`src/rtl/fetch_pc_unit.sv`:
```
// Program counter and fetch sequencer for the instruction ROM: Start/Done handshake,
// branch target LUT (absolute or PC-relative), and a saturating RUN cycle counter.
module fetch_pc_unit #(
  parameter int PC_W      = 12,
  parameter int LUT_IDX_W = 5,
  parameter logic [PC_W-1:0] RESET_PC = '0,
  parameter int CNT_W     = 16
) (
  input  logic                 i_clk,
  input  logic                 i_reset,
  input  logic                 i_start,
  input  logic                 i_stall,
  input  logic                 i_branch_en,
  input  logic                 i_branch_rel,
  input  logic [LUT_IDX_W-1:0] i_branch_idx,
  input  logic                 i_halt,
  input  logic                 i_lut_wr_en,
  input  logic [LUT_IDX_W-1:0] i_lut_wr_idx,
  input  logic [PC_W-1:0]      i_lut_wr_data,
  output logic [PC_W-1:0]      o_inst_address,
  output logic                 o_running,
  output logic                 o_done,
  output logic [CNT_W-1:0]     o_cycle_count
);

  // state  | meaning
  // S_IDLE | after reset, waiting for Start
  // S_RUN  | fetching; PC advances, stalls or branches; cycles counted
  // S_DONE | halted; PC and count frozen until Start
  typedef enum logic [1:0] {S_IDLE, S_RUN, S_DONE} state_t;

  localparam int LUT_N = 1 << LUT_IDX_W;

  state_t             r_state, w_state_nxt;
  logic [PC_W-1:0]    r_pc, w_pc_nxt;
  logic [CNT_W-1:0]   r_cnt, w_cnt_nxt;
  logic [CNT_W-1:0]   w_cnt_inc;
  logic [PC_W-1:0]    r_lut [LUT_N];
  logic [PC_W-1:0]    w_lut_rd;

  // Read sees the registered array, so a same-cycle write is only visible next cycle.
  assign w_lut_rd  = r_lut[i_branch_idx];
  assign w_cnt_inc = (r_cnt == '1) ? r_cnt : r_cnt + 1'b1;

  always_comb begin
    w_state_nxt = r_state;
    w_pc_nxt    = r_pc;
    w_cnt_nxt   = r_cnt;
    case (r_state)
      S_IDLE, S_DONE: begin
        if (i_start) begin
          w_state_nxt = S_RUN;
          w_pc_nxt    = RESET_PC;
          w_cnt_nxt   = '0;
        end
      end
      S_RUN: begin
        w_cnt_nxt = w_cnt_inc;
        if (i_halt) begin
          w_state_nxt = S_DONE;
        end else if (i_stall) begin
          w_pc_nxt = r_pc;
        end else if (i_branch_en) begin
          // Relative offset is two's complement; the modular add handles negatives.
          w_pc_nxt = i_branch_rel ? (r_pc + w_lut_rd) : w_lut_rd;
        end else begin
          w_pc_nxt = r_pc + 1'b1;
        end
      end
      default: begin
        w_state_nxt = S_IDLE;
        w_pc_nxt    = RESET_PC;
        w_cnt_nxt   = '0;
      end
    endcase
  end

  always_ff @(posedge i_clk) begin
    if (i_reset) begin
      r_state <= S_IDLE;
      r_pc    <= RESET_PC;
      r_cnt   <= '0;
    end else begin
      r_state <= w_state_nxt;
      r_pc    <= w_pc_nxt;
      r_cnt   <= w_cnt_nxt;
    end
  end

  always_ff @(posedge i_clk) begin
    if (i_reset) begin
      r_lut <= '{default: '0};
    end else if (i_lut_wr_en) begin
      r_lut[i_lut_wr_idx] <= i_lut_wr_data;
    end
  end

  assign o_inst_address = r_pc;
  assign o_running      = (r_state == S_RUN);
  assign o_done         = (r_state == S_DONE);
  assign o_cycle_count  = r_cnt;

endmodule

```
`config.mk`:
```
export PLATFORM = sky130hd
export DESIGN_NAME = fetch_pc_unit
export DESIGN_NICKNAME = d
export VERILOG_FILES = /design/src/rtl/fetch_pc_unit.sv
export SDC_FILE = /design/constraint.sdc
export NUM_CORES = 1
export LEC_CHECK = 0
export CORE_UTILIZATION = 30
export DETAILED_ROUTE_END_ITERATION = 8
export GPL_TIMING_DRIVEN = 1
export MAX_ROUTING_LAYER = met4
export PLACE_DENSITY = 0.53
export SLEW_MARGIN = 20
export SYNTH_ARGS = -nofsm -noshare
export SYNTH_HDL_FRONTEND = slang
export SYNTH_SLANG_ARGS = --single-unit
```
`constraint.sdc`:
```
create_clock -name i_clk -period 6.2 [get_ports i_clk]
set_clock_uncertainty 0.2 [all_clocks]
set_input_delay 0.93 -clock i_clk [delete_from_list [all_inputs] [get_ports i_clk]]
set_output_delay 0.93 -clock i_clk [all_outputs]
set_load 0.03 [all_outputs]
```
==> Yosys cells after proc, flatten, opt, wreduce, memory -nomap -nowiden <==
Index checks and enable logic that the tools add are counted.
{ "word_totals": {"elab_cells": 75, "input_bits": 30, "out_inout_bits": 30, "register_bits": 414} }
{ "classes": {"bitwise_logic": 2, "eq_ne": 8, "n_reduce_logical": 6, "mux": 18, "order_cmp": 3, "add_sub_neg": 3} }
{ "op_table": {"columns": ["cell", "count"], "rows": [
  ["384-bit bitwise mux", 1],
  ["12-bit two-way mux", 8],
  ["12-bit binary-select mux with 5-bit select", 1],
  ["12-bit demux with 5-bit select", 1],
  ["16-bit two-way mux", 2],
  ["16-bit case mux with 2 select lines", 1],
  ["12-bit case mux with 2 select lines", 1],
  ["16-bit by 1-bit adder with 16-bit output, second input constant", 1],
  ["16-bit equality test, second input constant", 1],
  ["12-bit by 1-bit adder with 12-bit output, second input constant", 1],
  ["12-bit adder", 1],
  ["6-bit greater-or-equal comparator, second input constant", 2],
  ["5-bit inverter with 6-bit output", 2],
  ["2-bit inequality test, second input constant", 5],
  ["6-bit by 1-bit < comparator with 1-bit output, second input constant", 1],
  ["2-bit two-way mux", 2],
  ["2-bit case mux with 2 select lines", 1],
  ["2-bit AND reduction", 2],
  ["3-bit AND reduction", 1],
  ["2-bit by 1-bit equality test with 1-bit output, second input constant", 1],
  ["2-bit equality test, second input constant", 1],
  ["2-bit zero test", 1],
  ["2-bit OR reduction", 1],
  ["1-bit logical AND", 1]
]} }

==> Logic depth before layout (Yosys ltp) <==
Gate-level depths: netlist of the first run.
{ "depth": {"word_depth": 10, "ltp_mapped": 17, "depth_no_buf": 14} }

==> Least setup slack after synthesis of the first run <==
Ideal clock, no wire load.
{ "synth_path": {"path_kind": "in2reg", "from": "input i_branch_idx[1]", "to": "register r_pc[11], in the netlist o_inst_address[11]", "n_path_buf": 3, "path_slack_ps": 1513, "required_time_ps": 5905, "path_stages": 14, "setup_time_ps": 95, "t_arrival_ps": 4392, "path_cell_list": "buf_6 buf_2 buf_1 mux4_2 mux4_2 mux2_2 ha_1 a21oi_1 nor2b_1 a311o_1 a221oi_1 mux2i_1 xor2_1 a221oi_1"} }
{ "synth_via": {"elab_chain_cells": 10} }
{ "synth_rtl": {"columns": ["element", "line", "source"], "rows": [
  ["start, declared", "15", "input logic [LUT_IDX_W-1:0] i_branch_idx,"],
  ["5-bit inverter with 6-bit output (not written as such) (*)", "42", "assign w_lut_rd = r_lut[i_branch_idx];"],
  ["12-bit binary-select mux with 5-bit select (*)", "42", null],
  ["12-bit two-way mux (not written as such) (*) (2 in series)", "42", null],
  ["12-bit adder", "65", "w_pc_nxt = i_branch_rel ? (r_pc + w_lut_rd) : w_lut_rd;"],
  ["12-bit two-way mux (*)", "65", null],
  ["12-bit two-way mux (*)", "63", "end else if (i_branch_en) begin"],
  ["12-bit two-way mux (*)", "61", "end else if (i_stall) begin"],
  ["12-bit two-way mux (*)", "59", "if (i_halt) begin"],
  ["12-bit case mux with 2 select lines (*)", "49", "case (r_state)"],
  ["end signal, assigned", "85", "r_pc <= w_pc_nxt;"],
  ["end, declared", "35", "logic [PC_W-1:0] r_pc, w_pc_nxt;"]
]} }
Every way passes the cells marked *; elsewhere a longest branch is shown, timed or not. The select of a mux whose other input is x is not followed.
A chain may end at the register's enable or synchronous reset.

==> Worst setup path in the final report of the first run <==
{ "layout_path": {"from": "input i_branch_idx[3]", "to": "register r_pc[11], in the netlist o_inst_address[11]"} }
The elaborated chain is that of the path after synthesis.

==> results of run 1 <==
## layout by cell type (no fill, tap or decap), types with 4 or more instances in the layout
cell	count
nor2_2	14
a22oi_1	7
o21ai_0	21
clkbuf_1	12
or2_2	5
and3_1	5
and4_1	4
and2_1	5
dfxtp_1	414
xnor2_1	11
o221ai_1	6
a211oi_1	5
a221oi_1	4
mux2i_1	85
mux4_2	97
buf_4	49
a21o_1	7
nor2_1	96
nand2b_1	5
or3_1	6
a21oi_1	353
xor2_1	13
nand3_1	88
clkbuf_16	48
clkbuf_8	11
nor3_1	6
clkdlybuf4s50_1	55
inv_1	8
mux2_2	11
nor2b_1	11
clkinv_2	10
nand2_1	670
nand4_1	11
ha_1	13
## layer usage
| metal | wire (um) | global-route usage | vias up |
|---|---|---|---|
| met5 | 0 | - | - |
| met4 | 2450 | 0.0838 | 0 |
| met3 | 4250 | 0.0306 | 148 |
| met2 | 29900 | 0.324 | 633 |
| met1 | 27300 | 0.262 | 7922 |
| li1 | - | - | 7476 |
## final timing paths
path / endpoint / slack [ps] / cells past startpoint
setup / recovery: o_inst_address[11]$_SDFFE_PP0P_ / 1160 / 16
hold / removal: r_lut[201]$_SDFFE_PP0P_ / 250 / 2
setup reg to reg: o_inst_address[11]$_SDFFE_PP0P_ / 2180 / 11
hold reg to reg: r_lut[201]$_SDFFE_PP0P_ / 250 / 2
## per-stage QoR
| step | hold WS [ps] | setup slack [ps] | instances |
|---|---|---|---|
| finish | 250 | 1160 | 3047 |
| global route | 269 | 943 | 3047 |
| CTS | 253 | 1260 | 3047 |
| detailed placement | 245 | 656 | 2960 |
| global placement | 238 | 770 | 2960 |
| floorplan | 232 | 1510 | 2207 |
## power breakdown
group | switching (W) | internal (W) | total [W]
combinational | 0.000263 | 0.000116 | 0.000379
sequential | 0.0000146 | 0.00268 | 0.00270
clock | 0.00115 | 0.00168 | 0.00283
total | 0.00143 | 0.00448 | 0.00591
## cell usage after synthesis (all sizes together), types with 6 or more instances
library cell / n / area share
inv: 9 / 0.0018
xnor2: 11 / 0.0051
nor2: 110 / 0.022
nand3: 88 / 0.023
mux2i: 85 / 0.045
xor2: 13 / 0.0061
nor3: 6 / 0.0016
nand2: 670 / 0.13
dfxtp: 414 / 0.44
a22oi: 7 / 0.0028
or3: 6 / 0.0020
a21o: 7 / 0.0028
clkbuf: 154 / 0.031
buf: 39 / 0.012
ha: 13 / 0.0087
o221ai: 6 / 0.0028
nor2b: 11 / 0.0037
mux4: 97 / 0.12
nand4: 11 / 0.0037
a21oi: 353 / 0.094
mux2: 12 / 0.0074
o21ai: 23 / 0.0061
## cells by family after synthesis
family / Yosys count
xor+xnor: 24
simple gates: 935
mux: 194
flops: 414
compound gates: 424
fa+ha+maj: 14
buf+inv: 202
## area by class of cell
cell class	instances	area (um2)	share of cell area
repair buffers	109	998	0.0462
clock buffers	71	1400	0.0646
inverters	9	33.8	0.00156
multi-input cells	1591	9690	0.448
flip-flops and latches	414	8290	0.383
well taps	837	1050	0.0484
clock inverters	16	174	0.00804
## critical path: cells and delay by family
family	cells	cell delay, ps
AO/OA/AOI/OAI	6	1410
multiplexers	1	250
buffers and inverters	4	1350
adder cells (fa/ha/maj)	1	310
AND/OR/NAND/NOR	3	960
XOR/XNOR	1	100
## registers in the layout, indices dropped and copies added, names as in the netlist
register,flops
o_cycle_count,16
o_inst_address,12
r_lut,384
r_state,2
==> key figures, run 1 <==
Run status
  • Status: finished clean

Floorplan
  • CORE AREA: between 60000 and 70000 um2
  • I/O pin count: 60
  • Row Count: 91
  • Die H: between 200 and 300 um
  • Initial Util: 0.304
  • Full die area: about 64000 um2
  • Die X: between 200 and 300 um

Worst setup path
  • Worst EP required: 6470 ps
  • Worst R2R Start: r_lut[258]$_SDFFE_PP0P_
  • Slowest CP cell: clkdlybuf4s50_1
  • Sequence of cells on the critical path: clkdlybuf4s50_1 -> buf_4 -> nor2b_1 -> a22oi_1 -> o21ai_0 -> a211oi_1 -> nor4_1 -> buf_4 -> inv_1 -> ha_1 -> nor2b_1 -> a311o_1 -> a221oi_1 -> mux2i_1 -> xor2_1 -> a221oi_1
  • WS Path Type: in -> reg
  • Setup crit end kind: register
  • Critical path arrival: 5320 ps
  • Maximum fanout along the worst path: 12
  • Worst Setup SP: i_branch_idx[3]
  • Largest stage delay, worst path: around 770 ps
  • CP Launch Type: input port

Flow run
  • Max cap viols: 0

STA
  • Final Hold Fails: 0
  • Fmax: 0.198 GHz
  • RSZ-0062 raised after global routing: no
  • Actual slew at the worst max-slew pin: between 1000 and 1500 ps
  • Rel. slew slack: 0.222
  • Final setup viols: 0
  • Crit share post-route: 0.814
  • Max Slew Vio Count: 0
  • Final min period: approximately 5000 ps
  • Setup TNS: 0 ps

CTS
  • Hold-fix buffers, CTS: 0
  • Clock buffer count from CTS: 47
  • Reg clk slew, reported paths: 60 ps
  • H-tree depth: 2
  • # Post-CTS Setup Buffers: 0
  • TritonCTS clock tree: done
  • CTS max path bufs: 3
  • CTS root buffer: clkbuf_16
  • CTS resizes: 0
  • Worst skew pair latency: a little under 600 ps
  • Clock Sinks: just over 400

Hold path
  • Hold_sp: r_lut[201]$_SDFFE_PP0P_
  • Worst Hold Class: reg -> reg

Synthesis
  • Combinational family with the most area after synthesis: simple AND/OR/NAND/NOR gates
  • Synth Area in Simple Gates: 0.203
  • Synth Area in XOR/XNOR: 0.0112
  • Synth Area in Adders: 0.00974
  • Netlist Area Pre-Place: between 15000 and 20000 um2
  • Avg Inst Size Synth: about 8.5 um2
  • Predominant post-synthesis flop cell: dfxtp_1
  • Register area share after synthesis: 0.442
  • Number of flops mapped to enable cells by yosys: 0
  • Post-Syn Nets: 2251
  • Fraction of registers with async set/reset: 0
  • Mux share of post-synthesis cell area: 0.169
  • #FFs+latches synth: a little over 400
  • YS warnings: 0
  • Complex-gate fraction of the synthesized area: 0.121
  • Distinct cells, synth: between 50 and 60
  • Mapped Cells: 2207

Place
  • Gpl congestion: between 0.9 and 1
  • I/O Buffers: between 50 and 60
  • Dpl cell area: 20000 um2
  • Final HPWL from detailed placement: ~41000 um

Routing
  • Vias per inst: ~5.3
  • Drt pass-1 iters: 6
  • DR WL/cell: 21.0 um
  • Drt initial violations: between 1500 and 2000
  • Vias: roughly 16000
  • Routed Antenna Nets: 0
  • WL final: ~64000 um
  • Drt drc: 0

Cells and area
  • Finished Cell Area: 21600 um2
  • Area added between synthesis and finish: 15.3%
  • Antenna Cells: 0
  • Final core utilization: 0.350
  • Share of layout cells above drive strength 1: 0.119
  • Fin nets: 2216
  • Fillers: ~6300

GRT
  • Largest net degree at the start of global routing: 180
  • Initial antenna violation count: 1
  • First-pass GRT wire length: a little under 100000 um
  • Vias in the first global route: roughly 15000
  • Grt ovf: 0
  • Total track usage: 0.205

Power and ir drop
  • Worst vdd ir: ~0.18 mV
  • Tot Pwr: between 0.005 and 0.006 W
  • PD cells: between 200 and 300 nW/um2
  • Leak pwr: approximately 7.1 nW
(Power assumes the default switching activity.)
==> inputs of run 2 (changes only) <==
- clock period: 6.2 -> 4.75 ns (I/O delays scaled with it)
==> key figures, run 2 (same netlist as run 1, synthesis figures left out) <==
Run status
  • Status: finished clean

GRT
  • Top Usage Layer GRT: met2
  • Largest net degree at the start of global routing: between 100 and 150
  • Vias in the first global route: ~15000
  • Met3 Resource Use GR: 0.0310
  • GRT met1 Usage: 0.269
  • Total track usage: 0.202
  • Met2 global-route usage: 0.315
  • Initial antenna violation count: 2
  • First-pass GRT wire length: roughly 95000 um
  • Grt ovf: 0

Flow run
  • Max cap viols: 0

Floorplan
  • I/O pin count: 60
  • Row Count: 91
  • Die H: ~250 um
  • Initial Util: 0.304
  • Die X: 252 um
  • Full die area: roughly 64000 um2
  • CORE AREA: just over 60000 um2

Routing
  • Vias: 16100
  • Drt pass-1 iters: 5
  • Routed Antenna Nets: 0
  • Vias per inst: around 5.2
  • WL final: roughly 63000 um
  • DR WL/cell: between 20 and 25 um
  • Drt initial violations: 1741
  • Drt drc: 0

Place
  • Placed cells: ~3000
  • Gpl congestion: 1.00
  • Final HPWL from detailed placement: between 40000 and 50000 um
  • I/O Buffers: slightly below 60
  • Pre-CTS setup slack: -106 ps

STA
  • Final Hold Fails: 0
  • Final setup viols: 0
  • Final min period: 4330 ps
  • Final WS setup: 425 ps
  • Max Slew Vio Count: 0
  • Setup TNS: 0 ps
  • Fmax: approximately 0.23 GHz
  • Crit share post-route: 0.911
  • Actual slew at the worst max-slew pin: around 1200 ps
  • Rel. slew slack: 0.215
  • RSZ-0062 raised after global routing: no

CTS
  • TritonCTS clock tree: done
  • CTS resizes: 0
  • Clock buffer count from CTS: 46
  • H-tree depth: 2
  • Clock Sinks: around 410
  • # Post-CTS Setup Buffers: 0
  • CTS max path bufs: 3
  • CTS root buffer: clkbuf_16
  • Reg clk slew, reported paths: roughly 60 ps
  • Worst skew pair latency: between 500 and 600 ps
  • Hold-fix buffers, CTS: 0

Cells and area
  • Final core utilization: 0.356
  • Antenna Cells: 0
  • Commonest non-fill, non-tap cells in the layout: 670 x nand2_1, 414 x dfxtp_1, 353 x a21oi_1, 108 x nor2_1, 97 x mux4_2
  • Area added between synthesis and finish: 17.1%
  • Fin cells: slightly above 3000
  • Max reg flops: roughly 380
  • Largest Register: r_lut
  • Most common cell after layout, fill and taps aside: nand2_1
  • Share of layout cells above drive strength 1: 0.128
  • Fin nets: about 2300

Power and ir drop
  • Leak pwr: 7.29 nW
  • Combinational share of power: 0.068
  • PD cells: between 300 and 400 nW/um2
  • Clock share of power: 0.470
  • Sw frac: 0.239
  • Cell internal pwr: between 0.005 and 0.006 W
  • Worst vdd ir: ~0.22 mV
  • Seq pwr share: 0.462
  • Psw: between 0.0015 and 0.002 W
  • Tot Pwr: between 0.007 and 0.008 W

Worst setup path
  • Worst R2R Start: r_lut[282]$_SDFFE_PP0P_
  • Maximum fanout along the worst path: 16
  • CP Launch Type: input port
  • WS Path Type: in -> reg
  • Sequence of cells on the critical path: clkdlybuf4s50_1 -> buf_12 -> buf_12 -> nor2b_1 -> a221oi_1 -> and4_1 -> nor4_1 -> buf_4 -> inv_1 -> ha_1 -> nor2b_1 -> a311o_1 -> a221oi_1 -> mux2i_1 -> xor2_1 -> a221oi_1
  • Path depth of the worst reg2reg path: 11
  • Largest stage delay, worst path: approximately 500 ps
  • Slowest CP cell: clkdlybuf4s50_1
  • Worst path most repeated cell: a221oi_1
  • Worst flop-to-flop path endpoint: o_inst_address[11]$_SDFFE_PP0P_
  • R2r setup slk: 890 ps
  • Critical path arrival: ~4600 ps
  • Setup crit end kind: register
  • Worst EP required: between 5000 and 6000 ps

Hold path
  • Endpoint, Worst Hold: r_lut[366]$_SDFFE_PP0P_
  • Hold Crit Depth: 2
  • Worst Hold Class: reg -> reg
  • Hold_sp: r_lut[366]$_SDFFE_PP0P_
[run 2: worst max-delay path by stage]
stage	start	slack, ps	cells past startpoint	end
detailed placement	i_branch_idx[3]	-110	16	o_inst_address[11]$_SDFFE_PP0P_
CTS	i_branch_idx[3]	480	16	o_inst_address[11]$_SDFFE_PP0P_
global route	i_branch_idx[3]	240	16	o_inst_address[11]$_SDFFE_PP0P_
floorplan	i_branch_idx[1]	280	14	o_inst_address[11]$_SDFFE_PP0P_
global placement	i_branch_idx[3]	-20	16	o_inst_address[11]$_SDFFE_PP0P_
finish	i_branch_idx[3]	420	16	o_inst_address[11]$_SDFFE_PP0P_
[run 2: critical path, delay by kind of cell]
kind                     cells  cell delay (ps)
AO/OA/AOI/OAI                4             1110
AND/OR/NAND/NOR              4             1090
buffers and inverters        5             1050
adder cells (fa/ha/maj)      1              280
multiplexers                 1              250
XOR/XNOR                     1               90
[run 2: area by class of cell]
cell class,count,area [um2]
Fill cell,6303,39700
Timing Repair Buffer,153,1430
Inverter,9,33.8
Multi-Input combinational cell,1591,9660
Clock inverter,13,159
Sequential cell,414,8290
Clock buffer,70,1350
Tap cell,837,1050
[run 2: metal layers]
metal  up-vias  routed length [um]
li1       7553                   -
met1      7825               27900
met2       634               29000
met3       102                4210
met4         0                1830
met5         -                   0
[run 2: stage by stage]
| stage | instance area (um2) | hold WS [ps] |
|---|---|---|
| 2_1_floorplan | 18800 | 232 |
| 3_3_place_gp | 20500 | 239 |
| 3_5_place_dp | 20500 | 243 |
| 4_1_cts | 22000 | 251 |
| 5_1_grt | 22000 | 265 |
| 6_report | 22000 | 254 |
[run 2: power by group through the flow]
stage	registers, W	clock network [W]	logic (W)
floorplan	0.00359	0	0.000309
global placement	0.00359	0	0.000508
detailed placement	0.00359	0	0.000514
CTS	0.00352	0.00365	0.000515
global route	0.00352	0.00380	0.000550
finish	0.00352	0.00358	0.000521
==> inputs of run 3 (changes only) <==
- TNS_END_PERCENT: not set -> 100
==> results of run 3 <==
Final layout, timing and power as in run 2 (identical DEF).
